## src/rtl/stack_pkg.sv

```systemverilog
// Shared types for the stack frame sequencer: operation codes and FSM states.
package stack_pkg;

  typedef enum logic [1:0] {
    OP_PUSH     = 2'd0,
    OP_POP      = 2'd1,
    OP_POP_SKIP = 2'd2,
    OP_POP_DATA = 2'd3
  } stack_op_t;

  typedef enum logic [2:0] {
    StIdle,
    StPush,
    StPopRd,
    StPopCap,
    StInc,
    StImmWr,
    StDone
  } stack_state_t;

endpackage

```

## src/rtl/stack_frame_engine.sv

```systemverilog
// Multi-cycle CALL/RET frame mover between the core PC and nibble RAM via SP.
// All outputs are registered one cycle behind the state that produces them.
module stack_frame_engine
  import stack_pkg::*;
#(
  parameter int unsigned PC_WIDTH      = 13,
  parameter int unsigned FRAME_NIBBLES = 3,
  parameter int unsigned IMM_NIBBLES   = 2,
  parameter int unsigned ADDR_WIDTH    = 12,
  parameter int unsigned SP_WIDTH      = 8,
  parameter int unsigned X_LOW_WIDTH   = 8
) (
  input  logic                     clk,
  input  logic                     reset,
  input  logic                     start,
  input  stack_op_t                op,
  input  logic [PC_WIDTH-1:0]      pc_in,
  input  logic [SP_WIDTH-1:0]      sp_in,
  input  logic [ADDR_WIDTH-1:0]    x_in,
  input  logic [4*IMM_NIBBLES-1:0] imm,
  output logic                     busy,
  output logic                     done,
  output logic [PC_WIDTH-1:0]      pc_out,
  output logic [SP_WIDTH-1:0]      sp_out,
  output logic [ADDR_WIDTH-1:0]    x_out,
  output logic                     sp_wrap,
  output logic [ADDR_WIDTH-1:0]    mem_addr,
  output logic [3:0]               mem_wdata,
  output logic                     mem_we,
  output logic                     mem_re,
  input  logic [3:0]               mem_rdata
);

  localparam int unsigned StkW   = 4 * FRAME_NIBBLES;
  localparam int unsigned CntMax = (FRAME_NIBBLES > IMM_NIBBLES) ? FRAME_NIBBLES : IMM_NIBBLES;
  localparam int unsigned IdxW   = $clog2(CntMax + 1);
  localparam logic [ADDR_WIDTH-1:0] XLowMask =
      {ADDR_WIDTH{1'b1}} >> (ADDR_WIDTH - X_LOW_WIDTH);

  stack_state_t                 state_q, state_d;
  stack_op_t                    op_q, op_d;
  logic [IdxW-1:0]              idx_q, idx_d;
  logic [PC_WIDTH-1:0]          pc_q, pc_d;
  logic [SP_WIDTH-1:0]          sp_q, sp_d;
  logic [ADDR_WIDTH-1:0]        x_q, x_d;
  logic [4*IMM_NIBBLES-1:0]     imm_q, imm_d;
  logic                         wrap_q, wrap_d;
  logic                         busy_q, busy_d;
  logic                         done_q, done_d;
  logic [ADDR_WIDTH-1:0]        mem_addr_q, mem_addr_d;
  logic [3:0]                   mem_wdata_q, mem_wdata_d;
  logic                         mem_we_q, mem_we_d;
  logic                         mem_re_q, mem_re_d;
  logic                         rd_pend_q, rd_pend_d;

  logic                         last_frame;
  logic                         last_imm;
  logic [IdxW-1:0]              push_nib;
  logic [SP_WIDTH-1:0]          sp_dec;
  logic [SP_WIDTH-1:0]          sp_inc;

  assign last_frame = (idx_q == IdxW'(FRAME_NIBBLES - 1));
  assign last_imm   = (idx_q == IdxW'(IMM_NIBBLES - 1));
  assign push_nib   = IdxW'(FRAME_NIBBLES - 1) - idx_q;
  assign sp_dec     = sp_q - 1'b1;
  assign sp_inc     = sp_q + 1'b1;

  always_comb begin
    state_d     = state_q;
    op_d        = op_q;
    idx_d       = idx_q;
    pc_d        = pc_q;
    sp_d        = sp_q;
    x_d         = x_q;
    imm_d       = imm_q;
    wrap_d      = wrap_q;
    busy_d      = 1'b0;
    done_d      = 1'b0;
    mem_addr_d  = mem_addr_q;
    mem_wdata_d = mem_wdata_q;
    mem_we_d    = 1'b0;
    mem_re_d    = 1'b0;
    rd_pend_d   = mem_re_q;

    // Read data arrives one cycle after the strobe; shift it in from the top so that
    // the first nibble read ends up as nibble 0. The INC step rides on the last capture.
    if (rd_pend_q) begin
      pc_d[StkW-1:0] = StkW'({mem_rdata, pc_q[StkW-1:0]} >> 4) + StkW'(state_q == StInc);
    end

    unique case (state_q)
      StIdle: begin
        if (start && !done_q) begin
          op_d    = op;
          pc_d    = pc_in;
          sp_d    = sp_in;
          x_d     = x_in;
          imm_d   = imm;
          wrap_d  = 1'b0;
          idx_d   = '0;
          busy_d  = 1'b1;
          state_d = (op == OP_PUSH) ? StPush : StPopRd;
        end
      end
      StPush: begin
        busy_d      = 1'b1;
        mem_addr_d  = ADDR_WIDTH'(sp_dec);
        mem_wdata_d = 4'(pc_q >> {push_nib, 2'b00});
        mem_we_d    = 1'b1;
        sp_d        = sp_dec;
        if (sp_q == '0) wrap_d = 1'b1;
        idx_d       = idx_q + 1'b1;
        if (last_frame) state_d = StDone;
      end
      StPopRd: begin
        busy_d     = 1'b1;
        mem_addr_d = ADDR_WIDTH'(sp_q);
        mem_re_d   = 1'b1;
        sp_d       = sp_inc;
        if (sp_q == '1) wrap_d = 1'b1;
        idx_d      = idx_q + 1'b1;
        if (last_frame) state_d = StPopCap;
      end
      StPopCap: begin
        busy_d = 1'b1;
        idx_d  = '0;
        case (op_q)
          OP_POP_SKIP: state_d = StInc;
          OP_POP_DATA: state_d = StImmWr;
          default:     state_d = StDone;
        endcase
      end
      StInc: begin
        busy_d  = 1'b1;
        state_d = StDone;
      end
      StImmWr: begin
        busy_d      = 1'b1;
        mem_addr_d  = x_q;
        mem_wdata_d = 4'(imm_q >> {idx_q, 2'b00});
        mem_we_d    = 1'b1;
        // Only the low X bits count; the page above them is held.
        x_d         = (x_q & ~XLowMask) | ((x_q + 1'b1) & XLowMask);
        idx_d       = idx_q + 1'b1;
        if (last_imm) state_d = StDone;
      end
      StDone: begin
        done_d  = 1'b1;
        state_d = StIdle;
      end
      default: state_d = StIdle;
    endcase
  end

  always_ff @(posedge clk or posedge reset) begin
    if (reset) begin
      state_q     <= StIdle;
      op_q        <= OP_PUSH;
      idx_q       <= '0;
      pc_q        <= '0;
      sp_q        <= '0;
      x_q         <= '0;
      imm_q       <= '0;
      wrap_q      <= 1'b0;
      busy_q      <= 1'b0;
      done_q      <= 1'b0;
      mem_addr_q  <= '0;
      mem_wdata_q <= '0;
      mem_we_q    <= 1'b0;
      mem_re_q    <= 1'b0;
      rd_pend_q   <= 1'b0;
    end else begin
      state_q     <= state_d;
      op_q        <= op_d;
      idx_q       <= idx_d;
      pc_q        <= pc_d;
      sp_q        <= sp_d;
      x_q         <= x_d;
      imm_q       <= imm_d;
      wrap_q      <= wrap_d;
      busy_q      <= busy_d;
      done_q      <= done_d;
      mem_addr_q  <= mem_addr_d;
      mem_wdata_q <= mem_wdata_d;
      mem_we_q    <= mem_we_d;
      mem_re_q    <= mem_re_d;
      rd_pend_q   <= rd_pend_d;
    end
  end

  assign busy      = busy_q;
  assign done      = done_q;
  assign pc_out    = pc_q;
  assign sp_out    = sp_q;
  assign x_out     = x_q;
  assign sp_wrap   = wrap_q;
  assign mem_addr  = mem_addr_q;
  assign mem_wdata = mem_wdata_q;
  assign mem_we    = mem_we_q;
  assign mem_re    = mem_re_q;

endmodule

```

## config.mk

```make
export PLATFORM = sky130hd
export DESIGN_NAME = stack_frame_engine
export DESIGN_NICKNAME = d
export VERILOG_FILES = /design/src/rtl/stack_pkg.sv /design/src/rtl/stack_frame_engine.sv
export SDC_FILE = /design/constraint.sdc
export NUM_CORES = 1
export LEC_CHECK = 0
export ABC_AREA = 0
export BUFFER_PORTS_ARGS = -buffer_cell sky130_fd_sc_hd__buf_2
export CAP_MARGIN = 20
export CORE_UTILIZATION = 50
export DETAILED_ROUTE_END_ITERATION = 12
export PLACE_DENSITY = 0.73
export SETUP_SLACK_MARGIN = 0.02
export SLEW_MARGIN = 20
export SYNTH_ARGS = -nofsm -noshare
export SYNTH_HDL_FRONTEND = slang
export SYNTH_SLANG_ARGS = --single-unit
```

## constraint.sdc

```tcl
create_clock -name clk -period 5.54 [get_ports clk]
set_input_delay 0.277 -clock clk [delete_from_list [all_inputs] [get_ports clk]]
set_output_delay 0.277 -clock clk [all_outputs]
set_load 0.1 [all_outputs]
```

-- Word level (Yosys, flattened, before mapping)
Cells that the tools add are included.
- register bits after elaboration: 70
- input bits: 50
- output and inout bits: 54
- $add $sub $neg: 6
- equality and inequality tests: 17
- shifts and indexed selects: 2
- multiplexer cells: 27
- bitwise operators: 1
- reduce and logical (&&, ||, !) cells: 19
- operators with widths (cell ; number):
    two-way mux 12 bit ; 4
    one-hot mux 12 bit (3 select lines) ; 1
    one-hot mux 12 bit (2 select lines) ; 1
    one-hot mux 8 bit (3 select lines) ; 1
    one-hot mux 3 bit (6 select lines) ; 1
    adder 8 x 1 -> 8 bit (second input constant) ; 2
    right shift 13 x 4 -> 4 bit ; 1
    adder 12 x 1 -> 12 bit ; 1
    two-way mux 3 bit ; 4
    != test 2 bit (second input constant) ; 6
    OR 12 x 8 -> 12 bit ; 1
    == test 3 bit (second input constant) ; 3
    nonzero test 3 bit ; 3
    == test 8 bit (second input constant) ; 1
    logical NOT 8 bit ; 1
    two-way mux 8 bit ; 1
    one-hot mux 4 bit (2 select lines) ; 1
    AND reduction 2 bit ; 4
    AND reduction 4 bit ; 2
    right shift 8 x 4 -> 4 bit ; 1
    subtractor 8 x 1 -> 8 bit (second input constant) ; 1
    two-way mux 1 bit ; 7
    == test 2 bit (second input constant) ; 3
    == test 3 x 2 -> 1 bit (second input constant) ; 2
    other kinds (17) ; 19

-- Depth between registers and ports, before layout
Gate-level depths: netlist of the first run.
- depth in word-level cells: 5
- mapped depth: 11
- depth with buffers taken out: 8

-- Worst setup path before layout of the first run
OpenSTA, ideal clock, no wires.
- path kind: register to register
- start point: reg sp_q[0] (netlist: sp_out[0])
- end point: reg sp_q[4] (netlist: sp_out[4])
- library setup time: 0.121 ns
- arrival: 2.312 ns
- data required time: 5.419 ns
- path slack: 3.107 ns
- stages on the path, launching flop included: 8
- path buffers: 1
- period minus slack after synthesis: 2.433 ns
- cells stage by stage: dfrtp_1 clkbuf_1 inv_1 ha_1 nor3b_1 a221oi_1 o21ai_1 a22o_1
- word-level cells in the longest chain between the ends: 2
- ends and longest elaborated chain (element ; RTL line ; RTL):
    start, declared ; stack_frame_engine.sv:44 ; logic [SP_WIDTH-1:0] sp_q, sp_d;
    start signal, assigned ; stack_frame_engine.sv:177 ; sp_q <= sp_d;
    adder 8 x 1 -> 8 bit or subtractor 8 x 1 -> 8 bit (tied branches) ; stack_frame_engine.sv:66, stack_frame_engine.sv:65 ;
    one-hot mux 8 bit (3 select lines) * ; stack_frame_engine.sv:91 ; unique case (state_q)
Every way passes the cells marked *; elsewhere a longest branch is shown, timed or not.
A chain may end at the register's enable or synchronous reset.

-- Worst setup path after layout of the first run
- start point: reg state_q[0]
- end point: reg pc_q[6] (netlist: pc_out[6])
- word-level cells in the longest chain between the ends: 5
- ends and longest elaborated chain (element ; RTL line ; RTL):
    start, declared ; stack_frame_engine.sv:40 ; stack_state_t state_q, state_d;
    start signal, assigned ; stack_frame_engine.sv:157 ; state_q <= StIdle;
    start signal, assigned ; stack_frame_engine.sv:173 ; state_q <= state_d;
    == test 3 bit ; stack_frame_engine.sv:88 ; pc_d[StkW-1:0] = StkW'({mem_rdata, pc_q[StkW-1:0]} >> 4) + StkW'(state_q == StInc);
    adder 12 x 1 -> 12 bit ; stack_frame_engine.sv:88 ;
    two-way mux 12 bit ; stack_frame_engine.sv:87 ; if (rd_pend_q) begin
    two-way mux 12 bit ; stack_frame_engine.sv:93 ; if (start && !done_q) begin
    two-way mux 12 bit * ; stack_frame_engine.sv:91 ;
    via pc_d[6] ; stack_frame_engine.sv:43 ; logic [PC_WIDTH-1:0] pc_q, pc_d;
    end signal, assigned ; stack_frame_engine.sv:176 ; pc_q <= pc_d;
    end, declared ; stack_frame_engine.sv:43 ;
Mark *: on every way through the listed nets, which the timed path passes. The rest lies on a longest branch.

==> results of run 1 <==
## per-stage QoR
stage / std cells / area [µm²]
after floorplan: 486 / 4190
after global placement: 661 / 4700
after detailed placement: 662 / 4710
after CTS: 678 / 4880
after global routing: 678 / 4880
final: 678 / 4880
## cell usage in the layout (no fill, tap or decap), types with 5 or more instances in the layout
master,Yosys,routed
a211oi_1,6,6
nand3_1,14,14
a31oi_1,10,10
nor3_1,7,7
dfrtp_1,70,70
nor2_1,31,30
a21oi_1,14,14
clkbuf_8,0,9
a22o_1,6,6
o211ai_1,8,8
ha_1,11,11
o21ai_0,37,37
o21ai_1,6,6
inv_1,15,14
buf_2,19,103
or3_1,5,5
xnor2_1,10,10
o22ai_1,10,10
nand2_1,93,93
mux2i_1,14,14
## cell type report
class | count | area (µm²)
Multi-Input combinational cell | 362 | 2200
Clock buffer | 10 | 128
Fill cell | 747 | 3300
Inverter | 17 | 65.1
Sequential cell | 70 | 1750
Clock inverter | 6 | 38.8
Tap cell | 105 | 131
Timing Repair Buffer | 108 | 561
## routing by layer
metal,vias up,part of all wire
met4,0,0.019
met3,18,0.069
met2,175,0.47
met1,1908,0.44
li1,1917,-
met5,-,0
## sequential cells by signal (all words and copies together) (netlist names), 2 cells and up
| register | count |
|---|---|
| mem_addr | 12 |
| imm_q | 8 |
| pc_out | 13 |
| idx_q | 2 |
| state_q | 3 |
| op_q | 2 |
| sp_out | 8 |
| mem_wdata | 4 |
| x_out | 12 |
## worst reg2reg max path: stages, from the launching register on
cell and delay, ns:
dfrtp_1 0.74, or2_1 0.52, nor2_1 0.15, ha_1 0.22
ha_1 0.19, nand3_1 0.20, or3_1 0.39, and3_1 0.18
o21ai_1 0.12
## kinds of logic after synthesis
logic type      Yosys count  share of synthesized area
compound gates          139                      0.225
xor+xnor                 12                     0.0251
flops                    70                      0.418
fa+ha+maj                11                     0.0329
simple gates            185                      0.204
mux                      15                     0.0389
buf+inv                  54                     0.0562
## worst max-delay path by stage
stage / from / endpoint / slack, ns / depth (start not counted)
6_report: state_q[0]$_DFFE_PP0P_ / pc_out[6]$_DFF_PP0_ / 2.76 / 8
5_1_grt: state_q[0]$_DFFE_PP0P_ / pc_out[6]$_DFF_PP0_ / 2.59 / 8
4_1_cts: state_q[0]$_DFFE_PP0P_ / pc_out[6]$_DFF_PP0_ / 2.79 / 8
3_5_place_dp: state_q[0]$_DFFE_PP0P_ / pc_out[6]$_DFF_PP0_ / 2.83 / 8
3_3_place_gp: state_q[0]$_DFFE_PP0P_ / x_out[2]$_DFFE_PP0P_ / 2.88 / 4
2_1_floorplan: sp_out[0]$_DFFE_PP0P_ / sp_out[4]$_DFFE_PP0P_ / 3.11 / 7
## synthesized netlist by cell type, types with 3 or more instances
master    number  area share
nor2_1        31       0.028
xnor2_1       10       0.021
nand2_1       93       0.083
nand3b_1       3      0.0054
a211oi_1       6       0.011
o21ai_0       37       0.044
a31oi_1       10       0.015
o221ai_1       4      0.0084
nor3b_1        3      0.0054
buf_1          4      0.0036
clkbuf_1      13       0.012
dfrtp_1       70        0.42
nor3_1         7      0.0084
or3_1          5      0.0075
a32oi_1        4      0.0084
o21ai_1        6      0.0072
nor2b_1        4      0.0060
nand2b_1       4      0.0060
or3b_1         3      0.0063
o22ai_1       10       0.015
mux2i_1       14       0.033
and3_1         4      0.0060
inv_1         15       0.013
buf_2         19       0.023
a311oi_1       3      0.0063
nor4_1         3      0.0045
nand3_1       14       0.017
o211ai_1       8       0.014
a21oi_1       14       0.017
o211a_1        3      0.0072
ha_1          11       0.033
a221oi_1       3      0.0063
a22o_1         6       0.013
==> implementation parameters, run 1 <==
Parameter                              Value

Synth
  Gate Count Post-Synth ... 486
  Combined area of all synthesized cells ... 0.00419 mm²
  Number of flops mapped to enable cells by yosys ... 0
  Number of distinct library cells after synthesis ... 67
  Fraction of registers with async set or reset after synthesis ... 1.00
  Net Count, Synth ... between 500 and 600
  Sequential area share after synthesis ... 0.418
  Yosys synthesis warning count ... 0
  Seq cells post-synth ... 70
  Most instantiated flip-flop cell in the synthesis netlist ... dfrtp_1
  Average cell area after synthesis ... 8.61 µm²

Clock network
  Root Buffer ... clkbuf_8
  Clock tree sinks ... 70
  Clock edge transition at the registers on the reported setup and hold paths ... around 0.080 ns
  Largest buffer count on any clock path ... 2
  CTS resizes ... 0
  H-tree depth reported by CTS ... 3
  Clock latency at the later pin of the worst-skew pair ... about 0.36 ns
  Clock tree from TritonCTS ... done
  Cts bufs inserted ... 9
  Number of setup buffers added after CTS ... 0
  Hold_buf cts ... 0

Drt
  Via count ... 4,018
  Via density per instance ... 5.93
  Final WL ... 11,300 µm
  Average wire length per cell after detail routing ... 16.6 µm
  Number of design-rule violations left by the first detailed-router iteration ... 319
  Final routed DRC violation total ... 0
  Total iterations of the first detailed-routing run ... 5
  Post-route ant nets ... 0

STA
  Final number of setup-violating endpoints ... 0
  Number of pins exceeding their max-slew limit in the final report ... 0
  Worst clock skew on the final layout ... approximately 0.010 ns
  Setup Total Neg Slack ... 0 ns
  Worst max-slew margin expressed relative to the limit ... 0.373
  Fin crit period ... 2.78 ns
  Setup ws final ... 2.76 ns
  Count of final hold-check violations ... 0
  Worst-Margin Slew ... 0.941 ns
  Highest clock frequency the design can meet ... 0.360 GHz
  Hold slack final ... 0.111 ns
  Setup repair after global routing missed its margin ... no
  Share of the clock period used by the worst path after layout ... 0.501

Global route
  First-pass GRT wire length ... 17,700 µm
  M2 GR Usage ... 0.419
  Pin count of the biggest net entering global routing ... 71
  Initial antenna violation count ... 0
  Vias in the first global route ... around 3.6k
  Overall global routing resource usage ... 0.262
  Met3 capacity usage during global routing ... 0.0480
  Overflow after GRT ... 0
  Met1 track utilization from global routing ... 0.356
  Busiest grt layer ... met2

Placed design
  Count of buffers from port buffering ... 103
  GP Congestion ... 0.931
  Worst slack, placed ... 2.83 ns
  Detailed Place HPWL ... 7810 µm

Worst setup path
  Flop-to-flop setup slack ... roughly 2.8 ns
  Data arrival time of the worst path ... 3.06 ns
  Depth of the most critical reg-to-reg path ... 8
  Slowest cell delay on critical path ... roughly 0.74 ns
  Reg-to-reg endpoint ... pc_out[6]$_DFF_PP0_
  Worst EP required ... 5.82 ns
  Top delay family on crit path ... simple AND/OR/NAND/NOR gates
  Class of the most critical setup path ... flop to flop
  Launch point of the worst reg-to-reg path ... state_q[0]$_DFFE_PP0P_
  Worst path cell trace ... or2_1 > nor2_1 > ha_1 > ha_1 > nand3_1 > or3_1 > and3_1 > o21ai_1
  Endpoint class of the critical path ... flop
  Combined buffer and inverter count along the critical path ... 0
  Kind of launch point of the worst setup path ... flop
  Cell at the slowest stage of the critical path ... dfrtp_1
  Cell seen most often among critical-path stages ... ha_1
  Worst-path fanout max ... 31

Die
  Initial Utilization ... 0.512
  Overall die width ... between 90 and 100 µm
  Number of top-level pins ... ~100
  Core Box Area ... 0.00818 mm²
  Die ar. ... slightly below 0.009 mm²
  Die Span Y ... 93.5 µm
  Number of cell rows ... 33

Cells and area
  Share of final-layout standard cells stronger than drive strength 1 ... 0.232
  Utilization of the core after routing ... 0.597
  Area Overhead vs Synth ... 16.5%
  Number of nets in the finished design ... 629
  Antenna diode count ... 0

Outcome
  Status ... complete, no violations

Job
  Max-capacitance violation count ... 0

Worst hold path
  Launch point of the worst hold path ... imm[1]
  Worst hold path type ... input pin to flop
  Capture endpoint of the worst hold path ... imm_q[1]$_DFFE_PP0P_
  Worst Hold Path Cells ... 3
Power of run 1 is not shown: default switching activity piles up to over one toggle a cycle in this logic, so the estimate is an artifact.
==> run 2: changes to the inputs <==
Clock period 5.54 ns to 2.9 ns, I/O delays scaled along.
==> implementation parameters, run 2 (synthesis gave the netlist of run 1 again) <==
Parameter                              Value

Outcome
  Status ... complete, no violations (unchanged)

Die
  Core Box Area ... 0.00818 mm² (unchanged)
  Initial Utilization ... 0.512 (unchanged)
  Number of cell rows ... 33 (unchanged)
  Die ar. ... 0.00874 mm² (unchanged)
  Die Span Y ... 93.5 µm (unchanged)
  Number of top-level pins ... 104 (unchanged)
  Overall die width ... 93.5 µm (unchanged)

Clock network
  H-tree depth reported by CTS ... 3 (unchanged)
  Root Buffer ... clkbuf_8 (unchanged)
  Clock edge transition at the registers on the reported setup and hold paths ... 0.08 ns (about the same)
  Clock latency at the later pin of the worst-skew pair ... 0.34 ns (was 0.36 ns)
  Clock tree sinks ... 70 (unchanged)
  Clock tree from TritonCTS ... done (unchanged)
  Largest buffer count on any clock path ... 2 (unchanged)
  Cts bufs inserted ... 9 (unchanged)
  Number of setup buffers added after CTS ... 0 (unchanged)

Cells and area
  Leading cell types in the layout, fill and taps excluded ... buf_2 (103), nand2_1 (93), dfrtp_1 (70), o21ai_0 (37), nor2_1 (30) (unchanged)
  Share of final-layout standard cells stronger than drive strength 1 ... 0.229 (was 0.232)
  Most frequent standard cell in the layout excluding fill and tap cells ... buf_2 (unchanged)
  Number of nets in the finished design ... 650 (was 629)
  Antenna diode count ... 0 (unchanged)
  Largest register FFs ... 13 (unchanged)
  Sequential Area ... 0.00175 mm² (unchanged)
  Area of the multi-input gates ... 0.00220 mm² (unchanged)
  FILL cells ... 713 (was 747)
  Area Overhead vs Synth ... 21.7% (was 16.5%)

Worst setup path
  Cell at the slowest stage of the critical path ... or3_1 (was dfrtp_1)
  Top delay family on crit path ... simple AND/OR/NAND/NOR gates (unchanged)
  Worst-path fanout max ... 8 (was 31)
  Worst EP required ... 3.18 ns (was 5.82 ns)
  Kind of launch point of the worst setup path ... flop (unchanged)
  Combined buffer and inverter count along the critical path ... 0 (unchanged)
  Cell seen most often among critical-path stages ... ha_1 (unchanged)
  Data arrival time of the worst path ... 2.56 ns (was 3.06 ns)
  Slowest cell delay on critical path ... 0.41 ns (was 0.74 ns)
  Class of the most critical setup path ... flop to flop (unchanged)
  Worst path cell trace ... or2_1 > nor2_1 > ha_1 > ha_1 > nand3_1 > or3_1 > and3_1 > o21ai_1 (unchanged)
  Endpoint class of the critical path ... flop (unchanged)

Global route
  Vias in the first global route ... 3,758 (was 3,644)
  Pin count of the biggest net entering global routing ... 37 (was 71)
  Overall global routing resource usage ... 0.271 (was 0.262)
  Initial antenna violation count ... 0 (unchanged)
  Overflow after GRT ... 0 (unchanged)
  First-pass GRT wire length ... 18,400 µm (was 17,700 µm)

Drt
  Number of design-rule violations left by the first detailed-router iteration ... 221 (was 319)
  Total iterations of the first detailed-routing run ... 4 (was 5)
  Final routed DRC violation total ... 0 (unchanged)
  Post-route ant nets ... 0 (unchanged)
  Via density per instance ... 5.90 (was 5.93)
  Via count ... 4,125 (was 4,018)
  Final WL ... 11,500 µm (was 11,300 µm)
  Average wire length per cell after detail routing ... 16.4 µm (was 16.6 µm)

STA
  Highest clock frequency the design can meet ... 0.437 GHz (was 0.360 GHz)
  Count of final hold-check violations ... 0 (unchanged)
  Worst clock skew on the final layout ... 0.00538 ns (was 0.0102 ns)
  Fin crit period ... 2.29 ns (was 2.78 ns)
  Number of pins exceeding their max-slew limit in the final report ... 0 (unchanged)
  Worst max-slew margin expressed relative to the limit ... 0.475 (was 0.373)
  Final number of setup-violating endpoints ... 0 (unchanged)
  Setup Total Neg Slack ... 0 ns (unchanged)
  Worst-Margin Slew ... 0.787 ns (was 0.941 ns)
  Share of the clock period used by the worst path after layout ... 0.788 (was 0.501)
  Setup repair after global routing missed its margin ... no (unchanged)

Placed design
  Count of buffers from port buffering ... 103 (unchanged)
  GP Congestion ... 0.841 (was 0.931)
  Detailed Place HPWL ... 7890 µm (was 7810 µm)

Job
  Max-capacitance violation count ... 0 (unchanged)

Worst hold path
  Worst hold path type ... input pin to flop (unchanged)
==> run 2: per-layer routing <==
layer,wire length (µm),global-route usage
met1,5020,0.367
met2,5640,0.445
met3,672,0.0496
met4,121,0.0756
met5,0,0
==> run 2: what timing repair did <==
| item | CTS | global route |
|---|---|---|
| resized for setup | 0 | 0 |
| hold endpoints to repair | 48 | 1 |
| hold buffers | 15 | 1 |
==> run 2: tightest hold or removal path: stages <==
cell and delay (ns):
buf_2 0.07, nand2_1 0.04, o21ai_0 0.06
==> run 2: final cells by class <==
type	instances	share of cell area
tap	105	0.0258
multi-input combinational	362	0.432
timing repair buffer	129	0.150
clock inverter	4	0.00933
sequential	70	0.344
inverter	17	0.0128
clock buffer	12	0.0265
==> run 2: worst paths after layout <==
| check | slack, ns | startpoint | cells past startpoint | endpoint |
|---|---|---|---|---|
| worst min register to register | 0.41 | mem_re$_DFF_PP0_ | 0 | rd_pend_q$_DFF_PP0_ |
| worst max register to register | 0.61 | state_q[1]$_DFFE_PP0P_ | 8 | pc_out[6]$_DFF_PP0_ |
| max in group asynchronous | 1.75 | reset | 4 | x_out[10]$_DFFE_PP0P_ |
| min in group asynchronous | 0.49 | reset | 3 | mem_addr[6]$_DFFE_PP0N_ |
| worst min-delay path | 0.008 | pc_in[1] | 3 | pc_out[1]$_DFF_PP0_ |
| worst max-delay path | 0.61 | state_q[1]$_DFFE_PP0P_ | 8 | pc_out[6]$_DFF_PP0_ |
==> run 2: through the flow <==
stage	util	setup slack, ns	hold WS, ns	area (µm²)	std cells
2_1_floorplan	-	0.467	0.250	4190	486
3_3_place_gp	0.581	0.713	0.332	4750	667
3_5_place_dp	0.581	0.665	0.337	4750	667
4_1_cts	0.622	0.630	0.000964	5090	698
5_1_grt	0.623	0.448	0.00491	5100	699
6_report	0.623	0.614	0.00828	5100	699
Power of run 2 is left out for the same reason.
